==> src/rtl/font_text_gen.sv <==
// font_text_gen: draws the glyph string "ISA" from an external font ROM inside a fixed
// text box on the VGA raster. Fixed 3-clk pipeline aligned to the ROM's registered read.
module font_text_gen #(
  parameter int unsigned X0           = 256,
  parameter int unsigned Y0           = 224,
  parameter int unsigned SCALE_LOG2   = 1,
  parameter int unsigned BLINK_FRAMES = 30,
  parameter logic [11:0] FG           = 12'hFFF,
  parameter logic [11:0] BG           = 12'h000
) (
  input  logic        clk,
  input  logic        reset_n,
  input  logic        pixel_tick,
  input  logic        video_on,
  input  logic [9:0]  pixel_x,
  input  logic [9:0]  pixel_y,
  input  logic        blink_en,
  output logic [5:0]  rom_addr,
  input  logic [7:0]  rom_data,
  output logic [11:0] rgb,
  output logic        text_on
);

  localparam int unsigned CW    = 11;
  localparam int unsigned BOX_W = 24 << SCALE_LOG2;
  localparam int unsigned BOX_H = 16 << SCALE_LOG2;
  localparam int unsigned FC_W  = (BLINK_FRAMES > 1) ? $clog2(BLINK_FRAMES) : 1;

  logic [CW-1:0]   rel_x;
  logic [CW-1:0]   rel_y;
  logic            in_box_c;
  logic [1:0]      code_c;
  logic [3:0]      row_c;
  logic [2:0]      col_c;
  logic [5:0]      addr_c;
  logic            frame_start_c;
  logic            lit_c;

  logic [2:0]      col_d1;
  logic            in_box_d1;
  logic            video_d1;
  logic [2:0]      col_d2;
  logic            in_box_d2;
  logic            video_d2;

  logic [FC_W-1:0] frame_cnt;
  logic            visible;

  // Stage 0: box-relative coordinates; a negative offset shows up in bit 10
  always_comb begin
    rel_x    = {1'b0, pixel_x} - CW'(X0);
    rel_y    = {1'b0, pixel_y} - CW'(Y0);
    in_box_c = !rel_x[CW-1] && !rel_y[CW-1] &&
               (rel_x < CW'(BOX_W)) && (rel_y < CW'(BOX_H));
    code_c   = 2'(rel_x >> (3 + SCALE_LOG2)) + 2'd1;
    row_c    = 4'(rel_y >> SCALE_LOG2);
    col_c    = 3'(rel_x >> SCALE_LOG2);
    addr_c   = in_box_c ? {code_c, row_c} : 6'h00;
  end

  // Stages 1 and 2 run every clk so latency is independent of pixel_tick
  always_ff @(posedge clk or negedge reset_n) begin
    if (!reset_n) begin
      rom_addr  <= '0;
      col_d1    <= '0;
      in_box_d1 <= 1'b0;
      video_d1  <= 1'b0;
      col_d2    <= '0;
      in_box_d2 <= 1'b0;
      video_d2  <= 1'b0;
    end else begin
      rom_addr  <= addr_c;
      col_d1    <= col_c;
      in_box_d1 <= in_box_c;
      video_d1  <= video_on;
      col_d2    <= col_d1;
      in_box_d2 <= in_box_d1;
      video_d2  <= video_d1;
    end
  end

  assign frame_start_c = pixel_tick && (pixel_x == 10'd0) && (pixel_y == 10'd0);

  // Blink phase: blink_en low forces the glyphs on and restarts the frame count
  always_ff @(posedge clk or negedge reset_n) begin
    if (!reset_n) begin
      frame_cnt <= '0;
      visible   <= 1'b1;
    end else if (!blink_en) begin
      frame_cnt <= '0;
      visible   <= 1'b1;
    end else if (frame_start_c) begin
      if (frame_cnt == FC_W'(BLINK_FRAMES - 1)) begin
        frame_cnt <= '0;
        visible   <= !visible;
      end else begin
        frame_cnt <= frame_cnt + FC_W'(1);
      end
    end
  end

  assign lit_c = in_box_d2 && rom_data[3'd7 - col_d2] && visible;

  // Stage 3: colour output register
  always_ff @(posedge clk or negedge reset_n) begin
    if (!reset_n) begin
      rgb     <= '0;
      text_on <= 1'b0;
    end else begin
      rgb     <= !video_d2 ? 12'h000 : (lit_c ? FG : BG);
      text_on <= lit_c && video_d2;
    end
  end

endmodule
==> config.mk <==
export PLATFORM = sky130hd
export DESIGN_NAME = font_text_gen
export DESIGN_NICKNAME = d
export VERILOG_FILES = /design/src/rtl/font_text_gen.sv
export SDC_FILE = /design/constraint.sdc
export NUM_CORES = 1
export LEC_CHECK = 0
export BUFFER_PORTS_ARGS = -buffer_cell sky130_fd_sc_hd__buf_2
export CAP_MARGIN = 20
export CORE_MARGIN = 2
export CORE_UTILIZATION = 40
export CTS_CLUSTER_SIZE = 40
export DETAILED_ROUTE_END_ITERATION = 7
export GPL_TIMING_DRIVEN = 0
export PLACE_DENSITY = 0.7
export RECOVER_POWER = 50
export SLEW_MARGIN = 40
export SYNTH_ARGS = -nofsm -noshare
export SYNTH_HDL_FRONTEND = slang
export SYNTH_SLANG_ARGS = --single-unit
==> constraint.sdc <==
create_clock -name clk -period 1.8 [get_ports clk]
set_clock_uncertainty 0.05 [all_clocks]
set_input_delay 0.18 -clock clk [delete_from_list [all_inputs] [get_ports clk]]
set_output_delay 0.18 -clock clk [all_outputs]
set_load 0.02 [all_outputs]
==> out/results.ini, run 1 <==
[run_status]
status=completed

[clocking]
cts_root_buf=clkbuf_4
cts_buffers=3
cts.sinks=23
htree_levels=1
clk_latency_ns=0.30
cts_tree=done
post_cts_buffers=0
cts.clk_slew.worst_paths_ns=0.12
cts_resized=0
cts_buffer_depth=2

[worst_setup_path]
cp-end-kind=register
rr_startpoint=frame_cnt[0]
critPathKind=in2reg
critPathRequiredTime_ns=1.98
cp.arrival_ns=1.91
crit_fanout=10
reg2reg_depth=4
rrSetupSlack_ns=0.23
r2r_end=frame_cnt[1]
start_kind=input pin

[route]
vias_per_cell=4.96
wirelength_um=2140
ant_nets=0
drc=0
wire_per_inst_um=11.5
drt_iter0_markers=22
dr_total_vias=923
first_pass_iters=4

[worst_hold_path]
min_to=visible
worst_hold_startpoint=blink_en
hold_path.class=in2reg
hold_path_depth=2

[floorplan]
die_h_um=56.8
io_pins=52
placementRows=19
core_um2=2710
fp.dieW_um=56.8
start_util_pct=41.2
die_area_um2=3230

[sta]
min_period_ns=1.73
worst_pin_slew_ns=1.20
timing.fmax_mhz=579
rsz0062_at_grt=false
relSlewSlack_pct=20.3
hold_viol_final=0
period_share_pct=96.0
setup_violations=0
slew_viol_final=0

[synthesis]
yosysTopAreaCellShare_pct=49.3
postSynthAreaPerCell_um2=11.9
synth_nets=132
netlist_instances=94
synth_top_family_by_area=simple AND/OR/NAND/NOR gates
netlist_top_cells_area=dfrtp_1 49%, buf_4 8.1%, ha_1 5.6%
yosysSeqAreaShare_pct=51.7
ys_types=29
yosysWarnings=0
yosys.area_share.simple_pct=18.5
synth_compound_area_share_pct=8.41
synth_xor_xnor_area_share_pct=0
ys_seq_elements=23
synth_mux_area_share_pct=4.93
yosys.area.top_type=dfrtp_1
syn_area_um2=1120
synthAdderAreaFrac_pct=5.61

[layout]
regArea_um2=577
fin_cells=186
layout.nets=194
n_fill_cell=234
fin_util_pct=55.2
diodes=0
syn2layout_area_growth_pct=34.1
multi_input_area_um2=418
layout-drive-gt1-share_pct=46.5
final_common_cell=buf_2
final_cell_mix=51 x buf_2, 22 x dfrtp_1, 12 x buf_4

[pwr]
ir_worst_vdd_mv=0.347
seqPwrFrac_pct=62.6
p_per_area_nw_per_um2=565
power_frac_comb_pct=10.4
power_leakage_nw=0.778
p_sw_uw=187
p_sw_share_pct=22.1
p_int_uw=659
p_clk_share_pct=27.0

[global_routing]
grt_pass1_wl_um=3570
grt_overflow=0
antenna_found_initial=0
grt_pass1_vias=896
grt_max_degree=24
grt_usage_pct=14.2

[job]
drv_cap=0

[place]
io_buffers=51
place_inst=176
dp_hpwl_um=1700
gp_congestion=0.774

final cells by class:
class                   instances  share of cell area [%]
flip-flops and latches         23                    38.5
multi-input cells              51                    27.9
repair buffers                 57                    21.0
plain buffers                  14                    6.61
well taps                      31                    2.59
clock buffers                   3                    1.51
inverters                       6                    1.51
clock inverters                 1                   0.334
power by group through the flow:
stage | combinational (mW) | clock (mW) | sequential (mW)
2_1_floorplan | 0.0238 | 0 | 0.539
3_3_place_gp | 0.0765 | 0 | 0.539
3_5_place_dp | 0.0802 | 0 | 0.540
4_1_cts | 0.0901 | 0.237 | 0.530
5_1_grt | 0.0987 | 0.262 | 0.531
6_report | 0.0883 | 0.228 | 0.529
cell usage after synthesis:
cell,instances
a21boi_1,3
and2_1,6
and4_1,1
buf_2,1
buf_4,12
clkbuf_1,1
dfrtp_1,22
dfstp_2,1
ha_1,5
inv_1,6
mux2i_1,1
mux4_2,2
nand2_1,1
nand3_1,3
nand4_1,3
nand4b_1,2
nand4bb_1,1
nor2_1,2
nor3_1,4
nor4_1,1
nor4_4,1
nor4b_1,1
o211ai_1,1
o21a_1,2
o21ai_0,3
o31a_1,1
o31a_2,1
o31ai_1,2
or4_1,4
state kept, by name (all words and copies together), names as in the netlist:
name / count
frame_cnt: 5
video_d1: 1
col_d1: 3
visible: 1
video_d2: 1
rgb: 1
rom_addr: 6
in_box_d2: 1
in_box_d1: 1
col_d2: 3
logic make-up (layout without fill, tap and decap cells):
family          count (synthesis)  count (layout)
mux                             3               3
fa+ha+maj                       5               5
flops                          23              23
compound gates                 13              13
simple gates                   30              30
buf+inv                        20              81
worst max path at each step:
stage | startpoint | end | slack, ns | depth (start not counted)
after floorplan | pixel_x[4] | frame_cnt[0] | 0.21 | 7
after global placement | pixel_x[4] | frame_cnt[0] | -0.09 | 8
after detailed placement | pixel_x[4] | frame_cnt[0] | -0.12 | 8
after CTS | pixel_x[1] | frame_cnt[0] | 0.09 | 6
after global routing | pixel_x[1] | frame_cnt[0] | 0.01 | 6
final | pixel_x[1] | frame_cnt[0] | 0.07 | 6
layer usage:
layer  wire length (µm)  vias up  track usage [%]
met5                  0        -                0
met4                 27        0             6.98
met3                167        2             1.84
met2               1100       45             26.6
met1                843      425             15.5
li1                   -      451                -
critical path, cell delays in order:
cell	delay, ns
dlygate4sd3_1	0.52
buf_2	0.13
nand4bb_1	0.21
clkbuf_1	0.24
or4_1	0.50
a21boi_1	0.13
per-stage QoR:
| step | cell area (µm²) | TNS (ns) | power [mW] | hold WS, ns | setup WS [ns] |
|---|---|---|---|---|---|
| finish | 1500 | 0 | 0.846 | 0.0394 | 0.0720 |
| global route | 1500 | 0 | 0.892 | 0.0321 | 0.0112 |
| CTS | 1500 | 0 | 0.857 | 0.0320 | 0.0860 |
| detailed placement | 1410 | -0.197 | 0.620 | 0.129 | -0.124 |
| global placement | 1410 | -0.130 | 0.616 | 0.123 | -0.0877 |
| floorplan | 1120 | 0 | 0.563 | -0.166 | 0.205 |
what timing repair did:
item                                   in CTS  in global routing
setup endpoints to repair                   0                  0
hold buffers                                6                  0
endpoints found under the hold margin      27                  0
Note: power is estimated with default switching activity, not from simulation.
==> run 2: changes to the inputs <==
Settings changed: REMOVE_ABC_BUFFERS from default to 1.
==> run 2 against run 1 <==
Via count is 5.2% lower. Setup slack improved by 0.18 ns. Critical path type is now reg2reg. Register-to-register slack better by 0.02 ns. Critical endpoint is now frame_cnt[1]. Sequential share of layout area increased by 2.3 points. Total power is 1.5% higher. Largest cell class unchanged.
==> out/results.ini, run 2 (synthesis results as in run 1) <==
[sta]
slew_viol_final=0  ; unchanged
setup_slack_ns=0.249  ; +0.177 ns
setup_tns_ns=0  ; unchanged
relSlewSlack_pct=21.2  ; +0.90 points
hold_viol_final=0  ; unchanged
min_period_ns=1.55  ; -0.177 ns
worst_pin_slew_ns=1.18  ; -0.0136 ns
rsz0062_at_grt=false
timing.fmax_mhz=645  ; +11%
setup_violations=0  ; unchanged
period_share_pct=86.2  ; -9.8 points

[layout]
final_common_cell=buf_2
diodes=0  ; unchanged
final_cell_mix=49 x buf_2, 22 x dfrtp_1, 6 x inv_1, 6 x and2_1, 6 x dlygate4sd3_1
regMostFlops=rom_addr
largest_reg_flops=6  ; unchanged
largestRegisters=rom_addr: 6 flops, frame_cnt: 5 flops
syn2layout_area_growth_pct=26.7
layout-drive-gt1-share_pct=42.0  ; -4.5 points
layout.nets=182  ; -6.2%

[pwr]
p_clk_share_pct=28.1  ; +1.1 points
p_int_uw=660  ; +0.22%
p_per_area_nw_per_um2=607  ; +7.4%
p_sw_uw=198  ; +5.9%
p_sw_share_pct=23.1  ; +0.96 points
power_leakage_nw=0.711  ; -8.6%
seqPwrFrac_pct=61.7  ; -0.9 points
power_frac_comb_pct=10.1  ; -0.3 points
ir_worst_vdd_mv=0.333  ; -4.1%

[worst_setup_path]
critPathKind=reg2reg
start_kind=register
crit_fanout=5  ; -5
cp-end-kind=register
critPathRequiredTime_ns=1.99  ; about the same
cp.arrival_ns=1.74  ; -0.17 ns

[route]
wire_per_inst_um=11.8  ; +2.8%
drt_iter0_markers=35  ; +59%
wirelength_um=2050  ; -3.8%
drc=0  ; unchanged
first_pass_iters=4  ; unchanged
dr_total_vias=875  ; -5.2%
ant_nets=0  ; unchanged
vias_per_cell=5.03  ; +1.3%

[job]
drv_cap=0  ; unchanged

[clocking]
cts_tree=done
cts_buffer_depth=2  ; unchanged
cts_root_buf=clkbuf_4
cts.sinks=23  ; unchanged
cts.clk_slew.worst_paths_ns=0.13  ; about the same
cts_buffers=3  ; unchanged
clk_latency_ns=0.31  ; about the same
htree_levels=1  ; unchanged

[global_routing]
grt_max_degree=24  ; unchanged
grt_pass1_wl_um=3500  ; -1.9%
antenna_found_initial=0  ; unchanged
grt_overflow=0  ; unchanged
grt_usage_pct=13.9  ; -0.28 points
grt_pass1_vias=876  ; -2.2%

[floorplan]
io_pins=52  ; unchanged
die_area_um2=3230  ; unchanged
die_h_um=56.8  ; unchanged
placementRows=19  ; unchanged
start_util_pct=41.2  ; unchanged
fp.dieW_um=56.8  ; unchanged
core_um2=2710  ; unchanged

[place]
io_buffers=51  ; unchanged
dp_hpwl_um=1560  ; -8.7%
gp_congestion=0.726  ; -6.2%
dp_slack_ns=-0.278  ; -0.153 ns

[run_status]
status=completed

[worst_hold_path]
hold_path.class=in2reg

-- run 2: routing by layer --
layer  track usage (%)  share of wire [%]  routed length, µm
met4              5.98                1.2                 25
met1              15.8                 41                832
met2              25.9                 51               1050
met5                 0                  0                  0
met3              1.61                7.1                146
-- run 2: timing repair --
action                                  CTS  global route
hold endpoints to repair                 27             0
endpoints found under the setup margin    0             4
resized for setup                         0             0
buffers inserted                          0             2
hold buffers                              6             0
-- run 2: area by class of cell --
cell class | count | area [µm²]
Inverter | 6 | 22.5
Clock inverter | 1 | 7.51
Multi-Input combinational cell | 51 | 418
Fill cell | 248 | 1300
Sequential cell | 23 | 577
Tap cell | 31 | 38.8
Clock buffer | 3 | 22.5
Timing Repair Buffer | 59 | 328
-- run 2: final timing paths --
| path | endpoint | slack (ns) | cells after the start | startpoint |
|---|---|---|---|---|
| worst max-delay path | frame_cnt[1] | 0.25 | 4 | frame_cnt[0] |
| worst min-delay path | rom_addr[3] | 0.03 | 2 | pixel_y[4] |
| worst max register to register | frame_cnt[1] | 0.25 | 4 | frame_cnt[0] |
| worst min register to register | video_d2 | 0.31 | 0 | video_d1 |
| max in group asynchronous | frame_cnt[4] | 0.44 | 2 | reset_n |
| min in group asynchronous | col_d2[0] | 0.57 | 2 | reset_n |
-- run 2: power by group through the flow --
stage,Clock (mW),Combinational [mW],Sequential (mW)
after global routing,0.271,0.0982,0.531
after CTS,0.253,0.0894,0.530
after detailed placement,0,0.0795,0.540
after global placement,0,0.0757,0.539
after floorplan,0,0.0232,0.539
final,0.241,0.0870,0.530
-- run 2: stage by stage --
step	area, µm²	util, %	hold slack, ns	std cells	power (mW)
global route	1410	52.2	0.0171	174	0.900
global placement	1310	48.4	0.119	162	0.615
floorplan	1020	-	-0.166	80	0.563
finish	1410	52.2	0.0310	174	0.858
CTS	1400	51.7	0.0183	172	0.873
detailed placement	1310	48.4	0.131	162	0.619
-- run 2: worst max-delay path, cell delays in order (launching register included) --
cell and delay, ns:
dfrtp_1 0.44, ha_1 0.25, and4_1 0.22, or4_1 0.39, a21boi_1 0.14
